## config.mk

```make
export PLATFORM = sky130hd
export DESIGN_NAME = id_ex_stage
export DESIGN_NICKNAME = d
export VERILOG_FILES = /design/src/rtl/pipe_pkg.sv /design/src/rtl/fwd_mux.sv /design/src/rtl/id_ex_stage.sv
export SDC_FILE = /design/constraint.sdc
export NUM_CORES = 1
export LEC_CHECK = 0
export ABC_AREA = 1
export CORE_AREA = 4 4 163 118
export DETAILED_ROUTE_END_ITERATION = 8
export DIE_AREA = 0 0 167 122
export PLACE_DENSITY = 0.87
export SLEW_MARGIN = 10
export SYNTH_ARGS = -nofsm -noshare
export SYNTH_HDL_FRONTEND = slang
export SYNTH_SLANG_ARGS = --single-unit
```

## constraint.sdc

```tcl
create_clock -name clk -period 4.6 [get_ports clk]
set_clock_uncertainty 0.2 [all_clocks]
set_input_delay 0.92 -clock clk [delete_from_list [all_inputs] [get_ports clk]]
set_output_delay 0.92 -clock clk [all_outputs]
set_load 0.005 [all_outputs]
```

## src/rtl/pipe_pkg.sv

```systemverilog
// Shared pipeline definitions: default widths, ALU opcodes and the ID/EX control bundle.
package pipe_pkg;

  localparam int unsigned DATA_W_DEF = 32;
  localparam int unsigned REG_AW_DEF = 5;
  localparam int unsigned ALU_CTL_W  = 4;

  localparam logic [ALU_CTL_W-1:0] ALU_AND = 4'b0000;
  localparam logic [ALU_CTL_W-1:0] ALU_OR  = 4'b0001;
  localparam logic [ALU_CTL_W-1:0] ALU_ADD = 4'b0010;
  localparam logic [ALU_CTL_W-1:0] ALU_XOR = 4'b0011;
  localparam logic [ALU_CTL_W-1:0] ALU_SUB = 4'b0110;
  localparam logic [ALU_CTL_W-1:0] ALU_SLT = 4'b0111;
  localparam logic [ALU_CTL_W-1:0] ALU_NOR = 4'b1100;

  typedef struct packed {
    logic reg_write;
    logic mem_read;
    logic mem_write;
    logic mem_to_reg;
    logic alu_src;
  } idex_ctrl_t;

endpackage

```

## src/rtl/fwd_mux.sv

```systemverilog
// Forward-select for one ALU operand: EX/MEM beats MEM/WB beats captured data;
// register 0 is never forwarded.
module fwd_mux
  import pipe_pkg::*;
#(
  parameter int unsigned DATA_W = DATA_W_DEF,
  parameter int unsigned REG_AW = REG_AW_DEF
) (
  input  logic [REG_AW-1:0] src,
  input  logic [DATA_W-1:0] captured,
  input  logic              exmem_reg_write,
  input  logic [REG_AW-1:0] exmem_rd,
  input  logic [DATA_W-1:0] exmem_result,
  input  logic              memwb_reg_write,
  input  logic [REG_AW-1:0] memwb_rd,
  input  logic [DATA_W-1:0] memwb_result,
  output logic [DATA_W-1:0] fwd_data_c
);

  always_comb begin
    fwd_data_c = captured;
    if (src != '0) begin
      if (exmem_reg_write && (exmem_rd == src)) begin
        fwd_data_c = exmem_result;
      end else if (memwb_reg_write && (memwb_rd == src)) begin
        fwd_data_c = memwb_result;
      end
    end
  end

endmodule

```

## src/rtl/id_ex_stage.sv

```systemverilog
// ID/EX pipeline register with write-back bypass at capture, EX-side operand
// forwarding, load-use bubble insertion, flush and hold.
module id_ex_stage
  import pipe_pkg::*;
#(
  parameter int unsigned DATA_W = DATA_W_DEF,
  parameter int unsigned REG_AW = REG_AW_DEF
) (
  input  logic              clk,
  input  logic              rst_n,
  input  logic              id_valid,
  input  logic [REG_AW-1:0] id_rs,
  input  logic [REG_AW-1:0] id_rt,
  input  logic [REG_AW-1:0] id_rd,
  input  logic [DATA_W-1:0] id_rs_data,
  input  logic [DATA_W-1:0] id_rt_data,
  input  logic [DATA_W-1:0] id_imm,
  input  logic              id_alu_src,
  input  logic [3:0]        id_alu_control,
  input  logic              id_reg_write,
  input  logic              id_mem_read,
  input  logic              id_mem_write,
  input  logic              id_mem_to_reg,
  input  logic              exmem_reg_write,
  input  logic [REG_AW-1:0] exmem_rd,
  input  logic [DATA_W-1:0] exmem_result,
  input  logic              memwb_reg_write,
  input  logic [REG_AW-1:0] memwb_rd,
  input  logic [DATA_W-1:0] memwb_result,
  input  logic              flush,
  input  logic              hold,
  output logic              stall_out,
  output logic [DATA_W-1:0] ALU_A,
  output logic [DATA_W-1:0] ALU_B,
  output logic [3:0]        ALU_Control,
  output logic              ex_valid,
  output logic              ex_reg_write,
  output logic              ex_mem_read,
  output logic              ex_mem_write,
  output logic              ex_mem_to_reg,
  output logic [REG_AW-1:0] ex_rd,
  output logic [DATA_W-1:0] ex_store_data
);

  idex_ctrl_t               ctrl_q;
  idex_ctrl_t               ctrl_d;
  logic [ALU_CTL_W-1:0]     alu_control_q;
  logic [REG_AW-1:0]        rs_q;
  logic [REG_AW-1:0]        rt_q;
  logic [DATA_W-1:0]        rs_data_q;
  logic [DATA_W-1:0]        rt_data_q;
  logic [DATA_W-1:0]        imm_q;

  logic [DATA_W-1:0]        rs_cap_c;
  logic [DATA_W-1:0]        rt_cap_c;
  logic                     load_use_c;
  logic                     take_bubble_c;
  logic                     take_capture_c;
  logic [DATA_W-1:0]        fwd_rs_c;
  logic [DATA_W-1:0]        fwd_rt_c;

  // Write-back landing in the same cycle as decode is not yet visible in the register file.
  always_comb begin
    rs_cap_c = id_rs_data;
    rt_cap_c = id_rt_data;
    if (memwb_reg_write && (memwb_rd != '0) && (memwb_rd == id_rs)) begin
      rs_cap_c = memwb_result;
    end
    if (memwb_reg_write && (memwb_rd != '0) && (memwb_rd == id_rt)) begin
      rt_cap_c = memwb_result;
    end
  end

  always_comb begin
    ctrl_d            = '0;
    ctrl_d.reg_write  = id_reg_write;
    ctrl_d.mem_read   = id_mem_read;
    ctrl_d.mem_write  = id_mem_write;
    ctrl_d.mem_to_reg = id_mem_to_reg;
    ctrl_d.alu_src    = id_alu_src;
  end

  // rt only matters when it is read as a register operand or as store data.
  always_comb begin
    load_use_c = 1'b0;
    if (ex_valid && ctrl_q.mem_read && (ex_rd != '0) && id_valid) begin
      if ((ex_rd == id_rs) ||
          ((ex_rd == id_rt) && (!id_alu_src || id_mem_write))) begin
        load_use_c = 1'b1;
      end
    end
  end

  always_comb begin
    take_bubble_c  = flush || (!hold && load_use_c);
    take_capture_c = !flush && !hold && !load_use_c;
  end

  assign stall_out = hold | load_use_c;

  // Reset and bubble both clear the whole register; hold is the implicit keep.
  always_ff @(posedge clk) begin
    if (!rst_n || take_bubble_c) begin
      ex_valid      <= 1'b0;
      ctrl_q        <= '0;
      alu_control_q <= ALU_AND;
      rs_q          <= '0;
      rt_q          <= '0;
      ex_rd         <= '0;
      rs_data_q     <= '0;
      rt_data_q     <= '0;
      imm_q         <= '0;
    end else if (take_capture_c) begin
      ex_valid      <= id_valid;
      ctrl_q        <= ctrl_d;
      alu_control_q <= id_alu_control;
      rs_q          <= id_rs;
      rt_q          <= id_rt;
      ex_rd         <= id_rd;
      rs_data_q     <= rs_cap_c;
      rt_data_q     <= rt_cap_c;
      imm_q         <= id_imm;
    end
  end

  fwd_mux #(
    .DATA_W (DATA_W),
    .REG_AW (REG_AW)
  ) u_fwd_rs (
    .src             (rs_q),
    .captured        (rs_data_q),
    .exmem_reg_write (exmem_reg_write),
    .exmem_rd        (exmem_rd),
    .exmem_result    (exmem_result),
    .memwb_reg_write (memwb_reg_write),
    .memwb_rd        (memwb_rd),
    .memwb_result    (memwb_result),
    .fwd_data_c      (fwd_rs_c)
  );

  fwd_mux #(
    .DATA_W (DATA_W),
    .REG_AW (REG_AW)
  ) u_fwd_rt (
    .src             (rt_q),
    .captured        (rt_data_q),
    .exmem_reg_write (exmem_reg_write),
    .exmem_rd        (exmem_rd),
    .exmem_result    (exmem_result),
    .memwb_reg_write (memwb_reg_write),
    .memwb_rd        (memwb_rd),
    .memwb_result    (memwb_result),
    .fwd_data_c      (fwd_rt_c)
  );

  assign ALU_A         = fwd_rs_c;
  assign ALU_B         = ctrl_q.alu_src ? imm_q : fwd_rt_c;
  assign ex_store_data = fwd_rt_c;
  assign ALU_Control   = alu_control_q;
  assign ex_reg_write  = ctrl_q.reg_write;
  assign ex_mem_read   = ctrl_q.mem_read;
  assign ex_mem_write  = ctrl_q.mem_write;
  assign ex_mem_to_reg = ctrl_q.mem_to_reg;

endmodule

```

# Word level (Yosys, flattened, before mapping)
# Index checks and enable logic that the tools add are counted.
[op_classes]
reduce_logical = 27
mux = 11
n_bitwise = 1
n_eq_ne = 8
[ops]
columns = ["op", "count"]
rows = [
  ["two-way mux 32 bit", 9],
  ["== test 5 bit", 8],
  ["nonzero test 5 bit", 4],
  ["logical AND 1 bit", 14],
  ["logical NOT 1 bit", 5],
  ["logical OR 1 bit", 4],
  ["two-way mux 1 bit", 2],
  ["OR 1 bit", 1],
]
[word_totals]
out_inout_bits = 111
in_bits = 201
elab_cells = 60
register_bits = 121

# Depth between registers and ports, before layout
[logic_depth]
depth_word = 9
depth_mapped = 13

# Hierarchy
# Synthesis repeated with hierarchy kept, for this count alone.
[hier_totals]
cells_unflattened = 1480
hier_area_um2 = 8700.8
[modules_own_cells]
columns = ["module", "area_per_inst_um2", "instances", "cells_per_inst"]
rows = [
  ["id_ex_stage", 5985.7, 1, 868],
  ["fwd_mux", 1357.6, 2, 306],
]

# Worst setup path after synthesis
# OpenSTA, ideal clock, no wires.
[synth_path]
kind = "input to output"
start = "in memwb_rd[4]"
end = "out ALU_A[10]"
t_arrival_ps = 1965
setup_slack_ps = 1515
path_stages = 9
path_cell_list = "buf_2 > inv_1 > o21ai_0 > a21oi_1 > nand3_1 > nand2_1 > buf_2 > a21oi_1 > nor2_1"
[synth_via]
elab_chain_cells = 5
[synth_rtl]
columns = ["element", "line", "text"]
rows = [
  ["start, declared", "id_ex_stage.sv:28", "input logic [REG_AW-1:0] memwb_rd,"],
  ["== test 5 bit", "fwd_mux.sv:25", "end else if (memwb_reg_write && (memwb_rd == src)) begin"],
  ["logical AND 1 bit", "fwd_mux.sv:25", ""],
  ["two-way mux 32 bit", "fwd_mux.sv:25", ""],
  ["two-way mux 32 bit", "fwd_mux.sv:23", "if (exmem_reg_write && (exmem_rd == src)) begin"],
  ["two-way mux 32 bit", "fwd_mux.sv:22", "if (src != '0) begin"],
  ["end, declared", "id_ex_stage.sv:33", "output logic [DATA_W-1:0] ALU_A,"],
]
# No other way between the ends.

# Worst setup path in the final report
[layout_path]
start = "in memwb_rd[4]"
end = "out ALU_A[20]"
# Same word-level chain as after synthesis.

==> metrics.yaml <==
cells_and_area:
  finalNetCount: 2050
  final_area_sq_um: 12510
  layout_cells_sized_above_1_pct: 4.245
  insertedDiodeCount: 0
  finish.utilization_pct: 70.68
  largest_registers: "imm_q: 32 flops, rs_data_q: 32 flops, rt_data_q: 32 flops"
  layout-area-overhead-vs-synth_pct: 43.53
placed_design:
  port_buffers: 311
  placed_cell_area_sq_um: 11890
  hpwl_microns: 25670
  place.gp.congestion: 0.9976
timing:
  slew_violations: 0
  maxSlewHeadroom_pct: 17.26
  max_slew.worst_pin.slew_ns: 1.238
  timing_hold_violations_final: 0
  timing.hold.ws_ns: 0.2607
  min_period_ns: 4.395
  fmax_mhz: 227.5
  rsz0062_at_grt: "no"
  timing.final.setup_violations: 0
  setup-tns-final_ns: 0
  timing.final.crit_share_pct: 95.55
yosys:
  syn_avg_cell_area_sq_um: 5.464
  synth_instances: 1595
  netlist_area_sq_um: 8715
  yosysTopAreaCell: "sky130_fd_sc_hd__dfxtp_1"
  most_numerous_cell_in_the_yosys_netlist: "sky130_fd_sc_hd__nand2_1"
  synth_enable_flop_cells: 0
  sequential_area_share_after_synthesis_pct: 27.80
  synthesis.nets: 1796
  synth_top_area_share_pct: 27.80
  synth_warnings: 0
  ys_ff_latch: 121
  synth_ff_type: "sky130_fd_sc_hd__dfxtp_1"
  synthTopCellsByCount: "512 x sky130_fd_sc_hd__nand2_1, 340 x sky130_fd_sc_hd__nor2_1, 164 x sky130_fd_sc_hd__nand3_1"
  synth_cell_types: 25
  synth_area_leaders: "sky130_fd_sc_hd__dfxtp_1 28%, sky130_fd_sc_hd__nand2_1 22%, sky130_fd_sc_hd__nor2_1 15%"
  synth-async-reset-ratio_pct: 0
critical_path:
  highest_delay_cell_along_the_critical_path: "sky130_fd_sc_hd__clkdlybuf4s50_1"
  setup.worst_path.start_class: "primary input"
  crit_required_ns: 3.48
  cp_slowest_stage_delay_ns: 0.55
  worst_setup_path_end_kind: "output port"
  cp.buffers_inverters: 4
  path_max_fanout: 32
  crit_arrival_ns: 3.28
  cp_top_family: "buffers and inverters"
  critical_path_class: "primary input to output port"
  timing.critical_path.cells: "clkdlybuf4s50_1 -> inv_1 -> o21ai_0 -> a21oi_1 -> nand3_1 -> nand2_1 -> buf_12 -> a21oi_1 -> nor2_1 -> clkdlybuf4s50_1"
drt:
  routed_wl_microns: 35510
  drt.antenna.violating_nets: 0
  number_of_vias_in_the_routed_layout: 11260
  average_vias_per_placed_instance: 5.371
  drt_iter0_drc: 1369
  wl_per_cell_microns: 16.93
  first_pass_iters: 8
  detail_route.drc_violations: 0
clock_network:
  cts_sinks: 121
  max-clock-path-buffers: 2
  cts_hold_buf: 0
  numCtsBuffers: 17
  cts-root-buf: "sky130_fd_sc_hd__clkbuf_16"
  cts_max_level: 4
  clock_insertion_delay_worst_skew_ns: 0.42
  reg_clk_slew_reported_paths_ns: 0.06
  cts_tree: "built"
  postCtsSetupBuffers: 0
floorplan:
  die_x_microns: 167
  top_level_ports: 312
  core-area_sq_um: 17700
  die_height_microns: 122
  dieArea_sq_um: 20370
  floorplan.initialDensity_pct: 49.24
  fp-row-count: 41
worst_hold_path:
  worst_min_path_class: "flop to flop"
power_and_ir_drop:
  p_leak_nw: 5.786
  vdd.ir_drop.worst_v: 0.0002234
  power_density_over_the_cells_nw_per_um2: 253.7
  totalPowerFinal_mw: 3.173
grt:
  global_route.overflow_total: 0
  grtUsageTotal_pct: 33.64
  grt_max_degree: 103
  via_count_of_the_first_global_routing_pass: 10520
  grt_antenna_before_repair: 0
  wire_length_of_the_first_global_routing_pass_microns: 55390
outcome:
  outcome: "finished clean"
run:
  cap_viol_max_count: 0
[final timing paths]
kind / from / cells after the start / slack (ns) / end
max: memwb_rd[4] / 10 / 0.20 / ALU_A[20]
min: imm_q[9]$_SDFFE_PP0P_ / 2 / 0.26 / imm_q[9]$_SDFFE_PP0P_
max reg2reg: ex_rd[2]$_SDFFE_PP0P_ / 12 / 1.68 / rt_data_q[24]$_SDFFE_PP0P_
min reg2reg: imm_q[9]$_SDFFE_PP0P_ / 2 / 0.26 / imm_q[9]$_SDFFE_PP0P_
[report_power, final]
| part | switching (mW) | internal, mW |
|---|---|---|
| clock network | 0.538 | 0.870 |
| registers | 0.0159 | 1.08 |
| logic | 0.344 | 0.327 |
[worst reg2reg max path, delay by kind of cell, from the launching register on]
kind          cells  cell delay, ns
simple gates     10            1.22
buf+inv           2            0.98
flops             1            0.45
[logic make-up after synthesis]
group	after synthesis	synth area share, %
compound gates	167	9.634
xor+xnor	9	0.9046
buf+inv	239	12.29
flops	121	27.80
simple gates	1059	49.38
[cell type report]
| cell class | count | area [sq um] |
|---|---|---|
| well taps | 236 | 295.3 |
| clock buffers | 18 | 439.2 |
| clock inverters | 13 | 168.9 |
| inverters | 135 | 506.7 |
| multi-input cells | 1235 | 5274 |
| repair buffers | 339 | 3402 |
| fillers | 1570 | 5190 |
| flip-flops and latches | 121 | 2422 |
[cells in the final DEF, fill, tap and decap left out, types with 21 or more instances in the layout]
cell                                n
sky130_fd_sc_hd__a21oi_1           90
sky130_fd_sc_hd__and2_1            32
sky130_fd_sc_hd__buf_4             21
sky130_fd_sc_hd__clkdlybuf4s50_1  311
sky130_fd_sc_hd__dfxtp_1          121
sky130_fd_sc_hd__inv_1            125
sky130_fd_sc_hd__nand2_1          511
sky130_fd_sc_hd__nand3_1          162
sky130_fd_sc_hd__nor2_1           339
sky130_fd_sc_hd__o21ai_0           72
[layer usage]
layer,vias to the layer above,GRT usage (%),wire length (microns)
met5,-,0,0
met1,5036,45.17,14610
met2,706,52.96,15810
li1,5430,-,-
met4,0,13.59,1274
met3,92,7.233,3817
[repair_timing]
action | 4_1_cts | 5_1_grt
endpoints found under the setup margin | 0 | 1
hold endpoints to repair | 0 | 0
gates resized for setup | 0 | 1
[per-stage QoR]
step           cells  setup slack (ns)
4_1_cts         2097            0.1870
2_1_floorplan   1595             1.515
3_3_place_gp    2066            0.1805
5_1_grt         2097          0.003536
6_report        2097            0.2049
3_5_place_dp    2066            0.1943
Note: power is estimated with default switching activity, not from simulation.
